`src/rtl/psp_pkg.sv`:
```
// Shared definitions for the sys_ctrl register block.
// Holds the reset-sequencer state encoding and the word offsets of the
// four registers in the 16-byte window (offset = addr[3:2]).
package psp_pkg;

    typedef enum logic [1:0] {
        ST_HOLD = 2'd0,
        ST_RUN  = 2'd1,
        ST_HALT = 2'd2
    } sys_state_e;

    localparam logic [1:0] OFF_LED    = 2'd0;
    localparam logic [1:0] OFF_CYC_LO = 2'd1;
    localparam logic [1:0] OFF_CYC_HI = 2'd2;
    localparam logic [1:0] OFF_EXIT   = 2'd3;

endpackage

```
`src/rtl/clk_en_gen.sv`:
```
// Free-running clock-enable generator.
// Ports:
//   clk     - system clock (rising edge)
//   reset_n - synchronous active-low reset
//   clk_en  - one-cycle pulse every 2^DIV_LOG2 cycles; constant 1 when DIV_LOG2 = 0
// The pulse is asserted while the counter is all-ones, so the first pulse
// appears 2^DIV_LOG2 - 1 cycles after reset release.
module clk_en_gen #(
    parameter int DIV_LOG2 = 3
) (
    input  logic clk,
    input  logic reset_n,
    output logic clk_en
);

    generate
        if (DIV_LOG2 == 0) begin : g_bypass
            logic unused_in;
            assign unused_in = clk ^ reset_n;
            assign clk_en    = 1'b1;
        end else begin : g_div
            logic [DIV_LOG2-1:0] cnt;

            always_ff @(posedge clk) begin
                if (!reset_n) begin
                    cnt <= '0;
                end else begin
                    cnt <= cnt + 1'b1;
                end
            end

            assign clk_en = &cnt;
        end
    endgenerate

endmodule

```
`src/rtl/sys_ctrl.sv`:
```
// System control block: LED register, 64-bit run-cycle counter with a
// coherent high-word shadow, exit-code register and core reset sequencer.
// Ports:
//   clk, reset_n       - clock and synchronous active-low reset
//   addr, data_i       - byte address and write data of the data port
//   data_en, write_en  - read / write strobes
//   data_o, ready      - registered read data and one-cycle completion pulse
//   clk_en             - divided clock-enable pulse
//   core_reset         - active-high reset to the core (high in HOLD and HALT)
//   led                - LED register
//   done, exit_code    - sticky exit flag and last EXIT value
// Handshake: a selected access (data_en or write_en while addr hits the
// window) in cycle N is always completed with ready=1 in cycle N+1 for one
// cycle; there is no back-pressure. Both strobes together count as a write,
// and data_o then carries the register value from before the write.
module sys_ctrl
    import psp_pkg::*;
#(
    parameter logic [31:0] BASE     = 32'h600d6000,
    parameter int          LED_W    = 4,
    parameter int          DIV_LOG2 = 3,
    parameter int          RST_HOLD = 16
) (
    input  logic             clk,
    input  logic             reset_n,
    input  logic [31:0]      addr,
    input  logic [31:0]      data_i,
    input  logic             data_en,
    input  logic             write_en,
    output logic [31:0]      data_o,
    output logic             ready,
    output logic             clk_en,
    output logic             core_reset,
    output logic [LED_W-1:0] led,
    output logic             done,
    output logic [31:0]      exit_code
);

    localparam logic [7:0] HOLD_LAST = 8'(RST_HOLD - 1);

    sys_state_e  state, state_nxt;
    logic [7:0]  hold_cnt;
    logic [63:0] cyc_cnt;
    logic [31:0] cyc_hi_shadow;
    logic [31:0] rdata;
    logic [1:0]  off;
    logic        sel, acc, wr, run_wr, exit_wr, lo_rd;
    logic        unused_addr;

    assign unused_addr = ^addr[1:0];

    assign sel     = (addr[31:4] == BASE[31:4]);
    assign off     = addr[3:2];
    assign acc     = sel && (data_en || write_en);
    assign wr      = sel && write_en;
    // Writes only take effect while the core is running.
    assign run_wr  = wr && (state == ST_RUN);
    assign exit_wr = run_wr && (off == OFF_EXIT);
    assign lo_rd   = sel && data_en && (off == OFF_CYC_LO);

    clk_en_gen #(.DIV_LOG2(DIV_LOG2)) u_clk_en_gen (
        .clk     (clk),
        .reset_n (reset_n),
        .clk_en  (clk_en)
    );

    // Read mux over current (pre-write) register contents.
    always_comb begin
        rdata = '0;
        case (off)
            OFF_LED:    rdata = 32'(led);
            OFF_CYC_LO: rdata = cyc_cnt[31:0];
            OFF_CYC_HI: rdata = cyc_hi_shadow;
            OFF_EXIT:   rdata = exit_code;
            default:    rdata = '0;
        endcase
    end

    always_comb begin
        state_nxt  = state;
        core_reset = 1'b1;
        case (state)
            ST_HOLD: begin
                if (hold_cnt == HOLD_LAST) begin
                    state_nxt = ST_RUN;
                end
            end
            ST_RUN: begin
                core_reset = 1'b0;
                if (exit_wr) begin
                    state_nxt = ST_HALT;
                end
            end
            ST_HALT: begin
                state_nxt = ST_HALT;
            end
            default: begin
                state_nxt = ST_HOLD;
            end
        endcase
    end

    always_ff @(posedge clk) begin
        if (!reset_n) begin
            state         <= ST_HOLD;
            hold_cnt      <= '0;
            cyc_cnt       <= '0;
            cyc_hi_shadow <= '0;
            led           <= '0;
            done          <= 1'b0;
            exit_code     <= '0;
            data_o        <= '0;
            ready         <= 1'b0;
        end else begin
            state <= state_nxt;
            ready <= acc;
            if (state == ST_HOLD) begin
                hold_cnt <= hold_cnt + 8'd1;
            end
            if (state == ST_RUN) begin
                cyc_cnt <= cyc_cnt + 64'd1;
            end
            if (acc) begin
                data_o <= rdata;
            end
            // Capture the high word of the same counter value the low-word
            // read returns, so a following CYC_HI read is coherent.
            if (lo_rd) begin
                cyc_hi_shadow <= cyc_cnt[63:32];
            end
            if (run_wr && (off == OFF_LED)) begin
                led <= data_i[LED_W-1:0];
            end
            if (exit_wr) begin
                exit_code <= data_i;
                done      <= 1'b1;
            end
        end
    end

endmodule

```
`config.mk`:
```
export PLATFORM = sky130hd
export DESIGN_NAME = sys_ctrl
export DESIGN_NICKNAME = d
export VERILOG_FILES = /design/src/rtl/psp_pkg.sv /design/src/rtl/clk_en_gen.sv /design/src/rtl/sys_ctrl.sv
export SDC_FILE = /design/constraint.sdc
export NUM_CORES = 1
export LEC_CHECK = 0
export CAP_MARGIN = 0
export CORE_MARGIN = 2
export CORE_UTILIZATION = 55
export DETAILED_ROUTE_END_ITERATION = 10
export PLACE_DENSITY = 0.83
export SLEW_MARGIN = 20
export SYNTH_ARGS = -nofsm -noshare
export SYNTH_HDL_FRONTEND = slang
export SYNTH_SLANG_ARGS = --single-unit
```
`constraint.sdc`:
```
create_clock -name clk -period 6.4 [get_ports clk]
set_input_delay 1.28 -clock clk [delete_from_list [all_inputs] [get_ports clk]]
set_output_delay 1.28 -clock clk [all_outputs]
set_load 0.02 [all_outputs]
```
==> impl_metrics.toml <==
[synthesis]
avgSynthCellArea_um2 = 9.67
ys_top_cells_by_area = "dfxtp_1, mux2i_1, nor2_1"
ys_ff_latch = 179
synth_top_area_cell = "dfxtp_1"
yosysSeqAreaShare_pct = 46.2
synth.cell_area_um2 = 7760
synth_edf_count = 0
ys_dominant_reg_cell = "dfxtp_1"
synth_warnings = 0
synth_cell_types = 44
synth.net_count = 878
yosysTopAreaCellShare_pct = 46.2
synthCells = 803
ys_async_sr_fraction_pct = 0

[timing]
rsz0062_at_grt = "no"
setup_viol = 0
slew_headroom_pct = 36.7
min_period_ps = 3370
finalHoldViolations = 0
setup-tns-final_ps = 0
fmax_ghz = 0.297
hold_ws_ps = 432
skew_ps = 5.96
max_slew.worst_pin.slew_ps = 943
slew_viol_final = 0
period_share_pct = 52.6

[hold_path]
hold_path_end = "u_clk_en_gen.g_div.cnt[0]$_SDFF_PN0_"
worstHoldStart = "u_clk_en_gen.g_div.cnt[0]$_SDFF_PN0_"
holdCritPathClass = "flip-flop to flip-flop"
holdPathStages = 1

[die]
dieWidth_um = 123
boundaryPins = 140
core-area_um2 = 13800
die_h_um = 123
dieArea_um2 = 15100
start_util_pct = 56.1
rows = 43

[cells_and_area]
syn_to_final_growth_pct = 26.6
final_common_cell = "dfxtp_1"
fin_cells = 1112
final_core_utilization_pct = 71.1
layout.nets = 994
drive_gt1_share_pct = 9.76
antenna_cells = 0
layout_common_cells = "dfxtp_1, clkdlybuf4s50_1, nor2_1"
nFillCells = 1043

[cts]
cts_resized = 0
clock_sinks = 179
cts_buffers = 17
clock_latency_ps = 430
clk_pin_slew_worst_paths_ps = 60
cts_hold_buf = 0
htreeDepth = 4
cts_buffer_depth = 2
cts_tree = "built"
postCtsSetupRepairBufs = 0
cts_root_buffer = "clkbuf_16"

[setup_path]
critPathRequiredTime_ps = 6670
cp-end-kind = "flip-flop"
crit_path_max_fanout = 78
cp.arrival_ps = 3640
rrSetupSlack_ps = 3350
timing.rr.start = "state[1]$_SDFFE_PN0P_"
crit_path_start_kind = "input pin"
rr_worst_depth = 7
crit_type = "input pin to flip-flop"
worstReg2RegEnd = "cyc_cnt[48]$_SDFFE_PN0P_"

[placement]
post-dp-hpwl_mm = 12.5
place_inst = 1080
io_buffers = 137
place.gp.congestion = 0.767

[route]
drt_pre_antenna_iters = 5
drt_iter0_drc = 456
antenna_left = 0
num_vias = 6458
wl_mm = 18.4
drc = 0
wl_per_cell_um = 16.5
routed_via_density = 5.81

[flow_run]
maxCapViolCount = 0

[power]
clockPowerShare_pct = 45.3
pwr-share-seq_pct = 50.0
fin_total_pwr_mw = 2.26
p_sw_share_pct = 22.0
comb_power_share_pct = 4.7
power.leakage_nw = 3.33
intPower_mw = 1.76
power.density_nw_per_um2 = 230
p_switching_uw = 497
peakVddDrop_mv = 0.211

[grt]
grt_pass1_vias = 6357
overflow = 0
antenna_found_initial = 0
grt_max_degree = 79
grt_pass1_wl_mm = 30.6
grt_use_total_pct = 25.6

[status]
status = "finished, final reports clean"
## power by group through the flow
stage                     Sequential, mW  Clock, mW  Combinational, mW
after floorplan                     1.15          0             0.0525
after global placement              1.15          0              0.105
after detailed placement            1.15          0              0.107
after CTS                           1.13       1.03              0.107
after global routing                1.13       1.07              0.117
final                               1.13       1.02              0.107
## metrics by stage
| stage | cell area [um2] | setup WS (ps) |
|---|---|---|
| after global routing | 9830 | 2820 |
| after floorplan | 7760 | 3520 |
| after CTS | 9830 | 3040 |
| after global placement | 9250 | 2590 |
| after detailed placement | 9250 | 2600 |
| final | 9830 | 3030 |
## worst max path at each step
stage | end | cells after the start | start | slack [ps]
CTS | state[0]$_SDFFE_PN0P_ | 4 | reset_n | 3040
global route | state[1]$_SDFFE_PN0P_ | 4 | reset_n | 2820
global placement | state[0]$_SDFFE_PN0P_ | 4 | reset_n | 2590
floorplan | exit_code[18]$_SDFFE_PN0P_ | 7 | addr[17] | 3520
finish | state[0]$_SDFFE_PN0P_ | 4 | reset_n | 3030
detailed placement | state[1]$_SDFFE_PN0P_ | 4 | reset_n | 2600
## metal layers
metal	share of wire, %	track usage, %	vias to the layer above
met3	4.9	4.83	24
li1	-	-	3143
met4	1.5	8.69	0
met2	50	44.2	189
met5	0	0	-
met1	44	32.1	3102
## Yosys cell counts, drive strengths merged (4+ instances only)
cell type,count
a21oi,29
a22o,4
a22oi,28
and2,9
and3,9
and4,8
buf,13
clkbuf,38
dfxtp,179
ha,7
inv,9
mux2,30
mux2i,70
mux4,4
nand2,28
nand3,28
nand4,32
nor2,123
nor3,6
nor4,8
o21ai,19
o2bb2ai,28
o31ai,10
or3,19
or4,11
xnor2,10
xor2,32
## logic make-up (layout without fill, tap and decap cells)
logic type | Yosys count | count (layout) | share of synthesized area (%)
AND/OR/NAND/NOR | 291 | 291 | 19.7
flip-flops | 179 | 179 | 46.2
AO/OA/AOI/OAI | 120 | 120 | 10.6
multiplexers | 104 | 104 | 14.5
buffers and inverters | 60 | 189 | 3.16
XOR/XNOR | 42 | 42 | 4.74
adder cells (fa/ha/maj) | 7 | 7 | 1.13
## state kept, by name, summed over array words and instances, names as in the netlist
signal / count
hold_cnt: 8
led: 4
state: 2
u_clk_en_gen.g_div.cnt: 3
cyc_hi_shadow: 32
cyc_cnt: 64
done: 1
ready: 1
data_o: 32
exit_code: 32
## worst max-delay path: stages
cell and delay (ps):
clkdlybuf4s50_1 670, inv_4 710, buf_4 700, o311ai_0 240
## cell type report
class,count,area (um2),area share [%]
Inverter,9,36.3,0.369
Timing Repair Buffer,148,1450,14.8
Clock buffer,19,443,4.51
Clock inverter,13,135,1.37
Sequential cell,179,3580,36.5
Tap cell,180,225,2.29
Multi-Input combinational cell,564,3950,40.2
No activity file was read; power rests on OpenSTA's default activity.
